$ cat src/rtl/dcm_sup_pkg.sv
// Shared state encoding and default sizing for the DCM lock supervisor.
package dcm_sup_pkg;

  typedef enum logic [1:0] {
    WAIT_LOCK = 2'd0,
    PULSE_RST = 2'd1,
    LOCKED    = 2'd2,
    FAULT     = 2'd3
  } chan_state_e;

  localparam int DEF_NUM_DCM       = 3;
  localparam int DEF_LOCK_TIMEOUT  = 50000;
  localparam int DEF_RESET_PULSE   = 10;
  localparam int DEF_SETTLE_CYCLES = 1024;
  localparam int DEF_MAX_RETRIES   = 8;

  // Counter width for values 0..n-1, never narrower than one bit.
  function automatic int cnt_width(input int n);
    return (n > 1) ? $clog2(n) : 1;
  endfunction

endpackage

$ cat src/rtl/dcm_lock_supervisor_if.sv
// DCM-facing and system-facing status signals of the lock supervisor.
interface dcm_lock_supervisor_if
  import dcm_sup_pkg::*;
#(
  parameter int NUM_DCM = DEF_NUM_DCM
);
  logic [NUM_DCM-1:0] dcm_locked;
  logic [NUM_DCM-1:0] dcm_reset;
  logic [NUM_DCM-1:0] dcm_fault;
  logic [NUM_DCM-1:0] lock_lost;
  logic               system_reset;
  logic               system_ready;

  // Supervisor side: watches LOCKED, drives DCM resets and system status.
  modport master (
    input  dcm_locked,
    output dcm_reset, dcm_fault, lock_lost, system_reset, system_ready
  );

  // DCM / downstream side.
  modport slave (
    output dcm_locked,
    input  dcm_reset, dcm_fault, lock_lost, system_reset, system_ready
  );
endinterface

$ cat src/rtl/dcm_lock_channel.sv
// One supervised DCM: LOCKED synchronizer, lock/timeout/retry FSM and sticky flags.
module dcm_lock_channel
  import dcm_sup_pkg::*;
#(
  parameter int LOCK_TIMEOUT = DEF_LOCK_TIMEOUT,
  parameter int RESET_PULSE  = DEF_RESET_PULSE,
  parameter int MAX_RETRIES  = DEF_MAX_RETRIES
) (
  input  logic crystal_clk,
  input  logic reset,
  input  logic dcm_locked_i,
  output logic dcm_reset_o,
  output logic dcm_fault_o,
  output logic lock_lost_o,
  output logic locked_o
);

  localparam int TIMER_W = cnt_width(LOCK_TIMEOUT);
  localparam int PULSE_W = cnt_width(RESET_PULSE + 1);
  localparam int RETRY_W = cnt_width(MAX_RETRIES + 1);
  localparam logic [TIMER_W-1:0] TIMER_LAST  = TIMER_W'(LOCK_TIMEOUT - 1);
  localparam logic [PULSE_W-1:0] PULSE_LAST  = PULSE_W'(RESET_PULSE - 1);
  localparam logic [RETRY_W-1:0] RETRY_LIMIT = RETRY_W'(MAX_RETRIES);

  chan_state_e        state_q, state_d;
  logic               sync1_q, sync1_d;
  logic               sync2_q, sync2_d;
  logic [TIMER_W-1:0] timer_q, timer_d;
  logic [PULSE_W-1:0] pulse_q, pulse_d;
  logic [RETRY_W-1:0] retries_q, retries_d;
  logic               dcm_reset_q, dcm_reset_d;
  logic               fault_q, fault_d;
  logic               lost_q, lost_d;

  // Next-state logic: wait for lock, pulse RST on timeout, give up after too many retries.
  always_comb begin
    sync1_d   = dcm_locked_i;
    sync2_d   = sync1_q;
    state_d   = state_q;
    timer_d   = timer_q;
    pulse_d   = pulse_q;
    retries_d = retries_q;
    lost_d    = lost_q;
    case (state_q)
      WAIT_LOCK: begin
        if (timer_q != TIMER_LAST) timer_d = timer_q + 1'b1;
        if (sync2_q) begin
          state_d   = LOCKED;
          timer_d   = '0;
          retries_d = '0;
        end else if (timer_q == TIMER_LAST) begin
          timer_d = '0;
          if (retries_q < RETRY_LIMIT) begin
            state_d   = PULSE_RST;
            pulse_d   = '0;
            retries_d = retries_q + 1'b1;
          end else begin
            state_d = FAULT;
          end
        end
      end
      PULSE_RST: begin
        if (pulse_q == PULSE_LAST) begin
          state_d = WAIT_LOCK;
          timer_d = '0;
          pulse_d = '0;
        end else begin
          pulse_d = pulse_q + 1'b1;
        end
      end
      LOCKED: begin
        if (!sync2_q) begin
          state_d   = WAIT_LOCK;
          timer_d   = '0;
          retries_d = '0;
          lost_d    = 1'b1;
        end
      end
      FAULT: begin
        state_d = FAULT;
      end
      default: begin
        state_d = WAIT_LOCK;
      end
    endcase
    dcm_reset_d = (state_d == PULSE_RST);
    fault_d     = (state_d == FAULT);
  end

  // State and counter registers; reset aborts any pulse in flight.
  always_ff @(posedge crystal_clk or posedge reset) begin
    if (reset) begin
      state_q     <= WAIT_LOCK;
      sync1_q     <= 1'b0;
      sync2_q     <= 1'b0;
      timer_q     <= '0;
      pulse_q     <= '0;
      retries_q   <= '0;
      dcm_reset_q <= 1'b0;
      fault_q     <= 1'b0;
      lost_q      <= 1'b0;
    end else begin
      state_q     <= state_d;
      sync1_q     <= sync1_d;
      sync2_q     <= sync2_d;
      timer_q     <= timer_d;
      pulse_q     <= pulse_d;
      retries_q   <= retries_d;
      dcm_reset_q <= dcm_reset_d;
      fault_q     <= fault_d;
      lost_q      <= lost_d;
    end
  end

  assign dcm_reset_o = dcm_reset_q;
  assign dcm_fault_o = fault_q;
  assign lock_lost_o = lost_q;
  assign locked_o    = (state_q == LOCKED);

endmodule

$ cat src/rtl/dcm_lock_supervisor.sv
// Supervises NUM_DCM clock managers and releases system reset once all are locked and settled.
module dcm_lock_supervisor
  import dcm_sup_pkg::*;
#(
  parameter int NUM_DCM       = DEF_NUM_DCM,
  parameter int LOCK_TIMEOUT  = DEF_LOCK_TIMEOUT,
  parameter int RESET_PULSE   = DEF_RESET_PULSE,
  parameter int SETTLE_CYCLES = DEF_SETTLE_CYCLES,
  parameter int MAX_RETRIES   = DEF_MAX_RETRIES
) (
  input logic crystal_clk,
  input logic reset,
  dcm_lock_supervisor_if.master bus
);

  localparam int SETTLE_W = cnt_width(SETTLE_CYCLES);
  localparam logic [SETTLE_W-1:0] SETTLE_LAST = SETTLE_W'(SETTLE_CYCLES - 1);

  logic [NUM_DCM-1:0]  ch_locked;
  logic [NUM_DCM-1:0]  ch_reset;
  logic [NUM_DCM-1:0]  ch_fault;
  logic [NUM_DCM-1:0]  ch_lost;
  logic                all_locked;
  logic                any_fault;
  logic [SETTLE_W-1:0] settle_q, settle_d;
  logic                system_ready_q, system_ready_d;
  logic                system_reset_q, system_reset_d;

  for (genvar g = 0; g < NUM_DCM; g++) begin : g_chan
    dcm_lock_channel #(
      .LOCK_TIMEOUT(LOCK_TIMEOUT),
      .RESET_PULSE (RESET_PULSE),
      .MAX_RETRIES (MAX_RETRIES)
    ) u_chan (
      .crystal_clk (crystal_clk),
      .reset       (reset),
      .dcm_locked_i(bus.dcm_locked[g]),
      .dcm_reset_o (ch_reset[g]),
      .dcm_fault_o (ch_fault[g]),
      .lock_lost_o (ch_lost[g]),
      .locked_o    (ch_locked[g])
    );
  end

  assign all_locked = &ch_locked;
  assign any_fault  = |ch_fault;

  // Settle sequencer: count while every channel is locked, ready once the count completes.
  always_comb begin
    settle_d       = '0;
    system_ready_d = 1'b0;
    if (all_locked) begin
      settle_d       = (settle_q == SETTLE_LAST) ? settle_q : settle_q + 1'b1;
      system_ready_d = !any_fault && (system_ready_q || settle_q == SETTLE_LAST);
    end
    system_reset_d = !system_ready_d;
  end

  // Sequencer registers; downstream logic is held in reset from power-up.
  always_ff @(posedge crystal_clk or posedge reset) begin
    if (reset) begin
      settle_q       <= '0;
      system_ready_q <= 1'b0;
      system_reset_q <= 1'b1;
    end else begin
      settle_q       <= settle_d;
      system_ready_q <= system_ready_d;
      system_reset_q <= system_reset_d;
    end
  end

  assign bus.dcm_reset    = ch_reset;
  assign bus.dcm_fault    = ch_fault;
  assign bus.lock_lost    = ch_lost;
  assign bus.system_ready = system_ready_q;
  assign bus.system_reset = system_reset_q;

endmodule

$ cat src/flat_wrapper.sv
// flat-port wrapper written by rule: the top's interface ports become plain ports
module dcm_lock_supervisor_flat import dcm_sup_pkg::*;
#(
  parameter int NUM_DCM       = DEF_NUM_DCM,
  parameter int LOCK_TIMEOUT  = DEF_LOCK_TIMEOUT,
  parameter int RESET_PULSE   = DEF_RESET_PULSE,
  parameter int SETTLE_CYCLES = DEF_SETTLE_CYCLES,
  parameter int MAX_RETRIES   = DEF_MAX_RETRIES
)
  (crystal_clk, reset, bus_dcm_locked, bus_dcm_reset, bus_dcm_fault, bus_lock_lost, bus_system_reset, bus_system_ready);
  dcm_lock_supervisor_if #(.NUM_DCM(NUM_DCM)) bus_i ();
  input logic crystal_clk;
  input logic reset;
  input wire logic [$bits(bus_i.dcm_locked)-1:0] bus_dcm_locked;
  output wire logic [$bits(bus_i.dcm_reset)-1:0] bus_dcm_reset;
  output wire logic [$bits(bus_i.dcm_fault)-1:0] bus_dcm_fault;
  output wire logic [$bits(bus_i.lock_lost)-1:0] bus_lock_lost;
  output wire logic [$bits(bus_i.system_reset)-1:0] bus_system_reset;
  output wire logic [$bits(bus_i.system_ready)-1:0] bus_system_ready;
  assign bus_i.dcm_locked = bus_dcm_locked;
  assign bus_dcm_reset = bus_i.dcm_reset;
  assign bus_dcm_fault = bus_i.dcm_fault;
  assign bus_lock_lost = bus_i.lock_lost;
  assign bus_system_reset = bus_i.system_reset;
  assign bus_system_ready = bus_i.system_ready;
  dcm_lock_supervisor #(.NUM_DCM(NUM_DCM), .LOCK_TIMEOUT(LOCK_TIMEOUT), .RESET_PULSE(RESET_PULSE), .SETTLE_CYCLES(SETTLE_CYCLES), .MAX_RETRIES(MAX_RETRIES)) u_core (.crystal_clk(crystal_clk), .reset(reset), .bus(bus_i));
endmodule
$ cat config.mk
export PLATFORM = sky130hd
export DESIGN_NAME = dcm_lock_supervisor_flat
export DESIGN_NICKNAME = d
export VERILOG_FILES = /design/src/rtl/dcm_sup_pkg.sv /design/src/rtl/dcm_lock_supervisor_if.sv /design/src/rtl/dcm_lock_channel.sv /design/src/rtl/dcm_lock_supervisor.sv /design/src/flat_wrapper.sv
export SDC_FILE = /design/constraint.sdc
export NUM_CORES = 1
export LEC_CHECK = 0
export ABC_CLOCK_PERIOD_IN_PS = 10100
export CAP_MARGIN = 20
export CORE_MARGIN = 3
export CORE_UTILIZATION = 40
export CTS_CLUSTER_DIAMETER = 80
export CTS_CLUSTER_SIZE = 28
export DETAILED_ROUTE_END_ITERATION = 7
export PLACE_DENSITY = 0.54
export SYNTH_ARGS = -nofsm -noshare
export SYNTH_HDL_FRONTEND = slang
export SYNTH_SLANG_ARGS = --single-unit
$ cat constraint.sdc
create_clock -name crystal_clk -period 10.1 [get_ports crystal_clk]
set_input_delay 3.03 -clock crystal_clk [delete_from_list [all_inputs] [get_ports crystal_clk]]
set_output_delay 3.03 -clock crystal_clk [all_outputs]
set_load 0.01 [all_outputs]
# After elaboration in Yosys (flattened, before gate mapping)
# Index checks and enable logic that the tools add are counted.
[totals]
regBits = 105
input_bits = 5
out_inout_bits = 11
elab_cells = 195
[op_classes]
add_sub_neg = 10
order_cmp = 3
eq_ne = 50
muxes = 69
bitwise = 3
n_reduce_logical = 30
[op_table]
columns = ["operator", "n"]
rows = [
  ["16-bit 2-to-1 mux", 15],
  ["16-bit one-hot mux with 3 select lines", 3],
  ["4-bit 2-to-1 mux", 24],
  ["16-bit by 1-bit adder with 16-bit output, second input constant", 3],
  ["16-bit equality test, second input constant", 3],
  ["16-bit inequality test, second input constant", 3],
  ["4-bit one-hot mux with 2 select lines", 6],
  ["4-bit AND reduction", 9],
  ["2-bit inequality test, second input constant", 16],
  ["2-bit 2-to-1 mux", 15],
  ["4-bit by 1-bit adder with 4-bit output, second input constant", 6],
  ["2-bit one-hot mux with 4 select lines", 3],
  ["10-bit 2-to-1 mux", 2],
  ["2-bit equality test, second input constant", 9],
  ["3-bit inequality test, second input constant", 6],
  ["2-bit by 1-bit equality test with 1-bit output, second input constant", 6],
  ["4-bit equality test, second input constant", 3],
  ["4-bit less-than comparator, second input constant", 3],
  ["4-bit inequality test, second input constant", 3],
  ["2-bit nonzero test", 6],
  ["10-bit by 1-bit adder with 10-bit output, second input constant", 1],
  ["10-bit equality test, second input constant", 1],
  ["3-bit nonzero test", 3],
  ["2-bit logical NOT", 3],
  ["other kinds (8)", 13],
]

# Longest topological paths before layout
# Gate-level depths: netlist (run 1).
[depth]
word_depth = 6
depth_mapped = 9
depth_no_buf = 8

# Cells and area by module
# From an unflattened synthesis (run 1), not the netlist that was laid out.
[hier_totals]
hier_cells = 679
area_unflattened_um2 = 6633.9
[by_module_without_submodules]
columns = ["mod", "instances", "cells_each", "area_per_inst_um2", "seq_area_each_um2"]
rows = [
  ["dcm_lock_channel", 3, 203, 1985.7, 775.7],
  ["dcm_lock_supervisor", 1, 70, 676.9, 301.5],
]

# Least setup slack after synthesis (run 1)
# OpenSTA, ideal clock, no wires.
[synth_path]
path_kind = "register -> output"
start = "reg u_core.system_reset_q (netlist: u_core.bus.system_reset)"
end = "out bus_system_reset"
arrival_time_ns = 0.520
t_required_ns = 7.070
slack_ns = 6.550
path_stages_with_launch = 1
path_buffers = 0
path_cell_list = "dfstp_2"
[synth_rtl]
columns = ["item", "line_no", "rtl"]
rows = [
  ["from (decl)", "dcm_lock_supervisor.sv:27", "logic system_reset_q, system_reset_d;"],
  ["from (signal assigned)", "dcm_lock_supervisor.sv:68", "system_reset_q <= system_reset_d;"],
  ["to (decl)", "flat_wrapper.sv:18", "output wire logic [$bits(bus_i.system_reset)-1:0] bus_system_reset;"],
]
# No word-level cell between the ends.

# Worst setup path after layout (run 1)
[layout_path]
start = "reg u_core.system_reset_q (netlist: u_core.bus.system_reset)"
end = "out bus_system_reset"
# No word-level cell between the ends.

==> results of run 1 <==
==> Yosys cell counts (5+ instances only) <==
cell type    n  area (sq um)
dfrtp_1    104          2600
o21ai_0     84           420
nand2_1     68           255
nor2_1      53           199
nand3_1     38           190
ha_1        31           388
nor3_1      31           155
a21oi_1     27           135
inv_1       27           101
clkbuf_1    20          75.1
nand4_1     19           119
nor4_1      14          87.6
a31oi_1     11          68.8
nor2b_1     11          68.8
o31ai_1     11          82.6
buf_4        9          67.6
a21o_1       8          60.1
mux2i_1      8          80.1
nand2b_1     8          50.1
and2_1       7          43.8
o211ai_1     7          52.6
or3_1        7          43.8
or2_2        6          37.5
nand3b_1     5          37.5
nand4b_1     5          43.8
==> cell type report <==
class / instances / area (sq um)
Tap cell: 184 / 230
Inverter: 27 / 104
Multi-Input combinational cell: 519 / 3150
Clock inverter: 6 / 91.3
Clock buffer: 10 / 229
Sequential cell: 105 / 2630
Timing Repair Buffer: 21 / 195
Fill cell: 1398 / 8070
==> layer usage <==
metal	wire (microns)	GRT usage, %
met5	0	0
met4	79	3.58
met3	427	3.96
met2	5990	25.4
met1	6560	22.9
==> power groups by stage <==
| stage | logic (mW) | clock network (mW) | registers (mW) |
|---|---|---|---|
| 3_5_place_dp | 0.254 | 0 | 0.470 |
| 6_report | 0.253 | 0.379 | 0.462 |
| 3_3_place_gp | 0.247 | 0 | 0.470 |
| 4_1_cts | 0.254 | 0.394 | 0.462 |
| 5_1_grt | 0.288 | 0.409 | 0.466 |
| 2_1_floorplan | 0.194 | 0 | 0.463 |
==> flip-flops by register name (all words and copies together) (netlist names), 6 cells and up <==
| register | cells |
|---|---|
| u_core.g_chan.u_chan.pulse_q | 12 |
| u_core.settle_q | 10 |
| u_core.g_chan.u_chan.retries_q | 12 |
| u_core.g_chan.u_chan.timer_q | 48 |
| u_core.g_chan.u_chan.state_q | 6 |
==> cells by family after synthesis <==
kind of cell,after synthesis
fa+ha+maj,31
xor+xnor,5
flops,105
buf+inv,61
mux,8
simple gates,301
compound gates,174
==> stage by stage <==
| stage | power [mW] | instance area (sq um) |
|---|---|---|
| 3_3_place_gp | 0.717 | 6310 |
| 3_5_place_dp | 0.724 | 6310 |
| 5_1_grt | 1.16 | 6630 |
| 2_1_floorplan | 0.658 | 6060 |
| 4_1_cts | 1.11 | 6630 |
| 6_report | 1.09 | 6630 |
==> path summary, 6_finish.rpt <==
check                                                                       end  slack [ps]  cells after the start
worst max register to register  u_core.g_chan[1].u_chan.timer_q[13]$_DFFE_PP0P_        7160                      8
max in group asynchronous       u_core.g_chan[1].u_chan.timer_q[15]$_DFFE_PP0P_        5800                      3
worst min register to register        u_core.g_chan[0].u_chan.sync2_q$_DFF_PP0_         350                      0
min in group asynchronous                        u_core.settle_q[3]$_DFFE_PP0P_        3030                      2
worst max-delay path                                           bus_system_reset        5680                      1
worst min-delay path                  u_core.g_chan[0].u_chan.sync2_q$_DFF_PP0_         350                      0
==> metrics, run 1 <==
antenna violations before repair 0; Worst path max stage delay 520 ps; critical path fanouts, max 1; summed instance area of the synthesized netlist 6060 sq um; leftover overflow at the end of global routing 0; internal power contribution 0.741 mW; origin of the worst min-delay path u_core.g_chan[0].u_chan.sync1_q$_DFF_PP0_; post-detailed-route count of antenna-violating nets 0; series of cell instances along the critical path clkdlybuf4s50_1; share of the cycle needed by the critical path after routing 43.7%; Post-CTS Repair Setup Buffers 0; Fin Clk Skew 8.79 ps; switching power share of the total 32.3%; largest family of logic cells by synthesized area simple AND/OR/NAND/NOR gates; IO Pins 16; crit path kind flop to output port; yosys synthesis warning count 0; Yosys cell types 60; worst min path class flop to flop; start point of the critical path u_core.bus.system_reset$_DFF_PP1_; count of flip-flops with a built-in enable after synthesis 0; critical-path cell with the highest stage delay dfstp_2; Max Root-Sink Buffers 2; CP bufs+invs 1; simple-gate portion of the synthesized area 26.1%; post-route setup slack 5680 ps; net count of the mapped netlist 721; clock power share 34.6%; Detailed Routing Iterations Pass 1 5; share of layout cells above drive strength 1 5.52%; net switching power of the design 0.353 mW; clock tree root buffer cell clkbuf_16; post-synthesis share of cell area spent on full adders, half adders and majority gates 6.40%; number of nets in the final layout 719; setup repair after global routing missed its margin false; most instantiated flip-flop cell in the synthesis netlist dfrtp_1; outcome completed; Syn Area/Cell 8.84 sq um; total power divided by cell area 165 nW/um^2; xor and xnor fraction of the mapped netlist area 0.723%; average via count per standard cell 5.75; number of clock buffers inserted by TritonCTS 9; kind of cell adding the most delay to the critical path flip-flops; H-tree levels 3; final period demand of the worst path 4420 ps; initial core utilization 41.2%; total of cells resized after clock tree synthesis 0; Worst Tran Pin Value 943 ps; TritonCTS clock tree built; register area share after synthesis 43.4%; number of buffers added on ports 15; Req. time, crit path 7070 ps; Routed WL 13100 microns; Critical Path Start Type flop; via count of the first global-routing pass 4667; total die area 16700 sq um; worst hold margin 352 ps; Gate Count Post-Synth 685; Synth Area in Compound Gates 17.3%; utilization after layout 45.1%; post-placement cell count 856; Seq cells post-synth 105; fin. max-slew vios 0; asr flop ratio synth 100%; core outline area 14700 sq um; largest net degree at the start of global routing 74; fmax 0.226 GHz; sequential share of power 42.3%; number of design-rule violations left by the first detailed-router iteration 363; detailed-placement wirelength estimate 9190 microns; total of max-cap violations 0; area delta synth->final 9.50%; number of non-filler instances in the completed layout 872; Die Width 129 microns; WL/cell 15.0 microns; floorplan die height 129 microns; most frequent standard cell in the layout excluding fill and tap cells dfrtp_1; number of sinks handled by clock tree synthesis 105; total inserted antenna cells 0; Final Hold Vio Count 0; Site Rows 44; clock latency reported for the late side of the worst-skew pair 350 ps; mux share of post-synthesis cell area 1.32%; Leakage Power 2.72 nW; endpoint kind of the worst setup timing path output port; pre-CTS setup slack 5310 ps; Clock transition at path regs 70 ps; vias 5018; routability congestion estimate from global placement 0.851; highest-count cells in the layout ignoring fill and taps dfrtp_1, o21ai_0, nand2_1; relative slew slack 36.5%; worst vdd rail ir drop 0.0793 mV; total DRC errors in the routed layout 0; Post-CTS Hold Buffers 0; Reg-to-Reg Start u_core.g_chan[1].u_chan.state_q[0]$_DFF_PP0_; Arr. time, crit path 1390 ps; # setup viols final 0; Overall Global Routing Usage 16.2%; combinational fraction of design power 23.1%; wire length of the first global-routing pass 22400 microns; setup total negative slack 0 ps
(Power assumes the default switching activity.)
==> inputs of run 2 (changes only) <==
ABC_CLOCK_PERIOD_IN_PS = 4300   (was 10100)
clock period = 4.3 ns   (was 10.1 ns; I/O delays follow)
==> metrics, run 2 (synthesis gave the netlist of run 1 again) <==
outcome completed; net switching power of the design 0.815 mW (+130%); CP bufs+invs 2 (+1); Arr. time, crit path 3220 ps (+1830 ps); top routing layer used met4; crit path kind flop to flop; Worst Tran Pin Value 942 ps (-1.11 ps); number of clock buffers inserted by TritonCTS 9 (unchanged); Post-CTS Repair Setup Buffers 0 (unchanged); switching power share of the total 32.7% (+0.37 points); Detailed Routing Iterations Pass 1 5 (unchanged); clock tree root buffer cell clkbuf_16; internal power contribution 1.68 mW (+130%); largest register by flop count u_core.g_chan.u_chan.timer_q; core outline area 14700 sq um (unchanged); critical-path cell with the highest stage delay nor3_1; clock power share 32.8% (-1.8 points); critical path fanouts, max 12 (+11); IO Pins 16 (unchanged); Overall Global Routing Usage 16.6% (+0.35 points); utilization after layout 45.0% (-0.077 points); Routed WL 13100 microns (about the same); detailed-placement wirelength estimate 9020 microns (-1.9%); fmax 0.339 GHz; routed length on met3 456 microns (+6.8%); area delta synth->final 9.32%; leftover overflow at the end of global routing 0 (unchanged); routability congestion estimate from global placement 0.838 (-1.5%); average via count per standard cell 5.70 (-0.89%); metal2 WL 5890 microns (-1.6%); total of cells resized after clock tree synthesis 0 (unchanged); Clock transition at path regs 70 ps (about the same); series of cell instances along the critical path inv_1 -> ha_1 -> and2_0 -> a211o_1 -> nor3_1 -> buf_4 -> a41oi_1 -> a31oi_1; highest-count cells in the layout ignoring fill and taps dfrtp_1, o21ai_0, nand2_1; sequential share of power 43.6% (+1.3 points); clock latency reported for the late side of the worst-skew pair 350 ps (about the same); TritonCTS clock tree built; number of design-rule violations left by the first detailed-router iteration 442 (+22%); Filler cells 1369 (-2.1%); setup repair after global routing missed its margin false; worst min path class flop to flop; Critical Path Start Type flop; kind of cell adding the most delay to the critical path simple AND/OR/NAND/NOR gates; Max Root-Sink Buffers 2 (unchanged); WL/cell 15.0 microns (about the same); number of sinks handled by clock tree synthesis 105 (unchanged); antenna violations before repair 0 (unchanged); Req. time, crit path 4570 ps (-2500 ps); share of the cycle needed by the critical path after routing 68.6%; Leakage Power 2.72 nW (about the same); number of flip-flops in the largest register 48 (unchanged); endpoint kind of the worst setup timing path flop; relative slew slack 36.7% (+0.17 points); worst vdd rail ir drop 0.232 mV (+190%); vias 4979 (-0.78%); number of nets in the final layout 720 (+0.14%); share of layout cells above drive strength 1 5.52% (-0.0080 points); floorplan die height 129 microns (unchanged); Fin Clk Skew 6.71 ps (-2.08 ps); Metal-1 WL 6590 microns (+0.52%); number of buffers added on ports 15 (unchanged); initial core utilization 41.2% (unchanged); final period demand of the worst path 2950 ps; Post-CTS Hold Buffers 0 (unchanged); most frequent standard cell in the layout excluding fill and tap cells dfrtp_1; largest net degree at the start of global routing 53 (-28%); total inserted antenna cells 0 (unchanged); combinational fraction of design power 23.6% (+0.5 points); total power divided by cell area 377 nW/um^2 (+130%); Worst path max stage delay 660 ps (+140 ps); setup total negative slack 0 ps (unchanged); # setup viols final 0 (unchanged); total DRC errors in the routed layout 0 (unchanged); Final Hold Vio Count 0 (unchanged); fin. max-slew vios 0 (unchanged); post-detailed-route count of antenna-violating nets 0 (unchanged); total of max-cap violations 0 (unchanged); Die Width 129 microns (unchanged); H-tree levels 3 (unchanged); wire length of the first global-routing pass 22700 microns (+1.5%); Site Rows 44 (unchanged); total die area 16700 sq um (unchanged); via count of the first global-routing pass 4611 (-1.2%); largest registers ranked by flip-flop count u_core.g_chan.u_chan.timer_q: 48 flops, u_core.g_chan.u_chan.pulse_q: 12 flops, u_core.g_chan.u_chan.retries_q: 12 flops
-- run 2: metrics by stage --
stage / power [mW] / cells / hold WS [ps] / instance area [sq um] / worst slack, ps
global route: 2.66 / 873 / 360 / 6620 / 1030
finish: 2.50 / 873 / 356 / 6620 / 1350
CTS: 2.53 / 873 / 358 / 6620 / 1310
detailed placement: 1.69 / 857 / 339 / 6330 / 1340
floorplan: 1.54 / 685 / 331 / 6060 / 251
global placement: 1.67 / 856 / 336 / 6320 / 1530
-- run 2: path summary, 6_finish.rpt --
kind	slack [ps]	end	start	cells after the start
setup / recovery	1350	u_core.g_chan[1].u_chan.timer_q[13]$_DFFE_PP0P_	u_core.g_chan[1].u_chan.state_q[0]$_DFF_PP0_	8
hold / removal	360	u_core.g_chan[2].u_chan.sync2_q$_DFF_PP0_	u_core.g_chan[2].u_chan.sync1_q$_DFF_PP0_	0
setup reg to reg	1350	u_core.g_chan[1].u_chan.timer_q[13]$_DFFE_PP0P_	u_core.g_chan[1].u_chan.state_q[0]$_DFF_PP0_	8
hold reg to reg	360	u_core.g_chan[2].u_chan.sync2_q$_DFF_PP0_	u_core.g_chan[2].u_chan.sync1_q$_DFF_PP0_	0
max in group asynchronous	2180	u_core.g_chan[1].u_chan.timer_q[0]$_DFFE_PP0P_	reset	3
min in group asynchronous	1410	u_core.g_chan[2].u_chan.dcm_fault_o$_DFF_PP0_	reset	2
-- run 2: power by group through the flow --
| stage | registers (mW) | clock network (mW) | logic [mW] |
|---|---|---|---|
| floorplan | 1.09 | 0 | 0.457 |
| global placement | 1.10 | 0 | 0.571 |
| detailed placement | 1.11 | 0 | 0.587 |
| CTS | 1.09 | 0.854 | 0.591 |
| global route | 1.10 | 0.889 | 0.676 |
| finish | 1.09 | 0.819 | 0.589 |
-- run 2: layout make-up --
class                   count  area [sq um]  area share [%]
multi-input cells         519          3150            47.6
flip-flops and latches    105          2630            39.7
clock buffers              11           233            3.52
well taps                 184           230            3.48
repair buffers             22           215            3.25
inverters                  27           104            1.57
clock inverters             5          56.3           0.851
-- run 2: per-layer routing --
metal,up-vias,global-route usage (%)
li1,2498,-
met1,2383,23.3
met2,88,25.9
met3,10,4.04
met4,0,4.08
met5,-,0
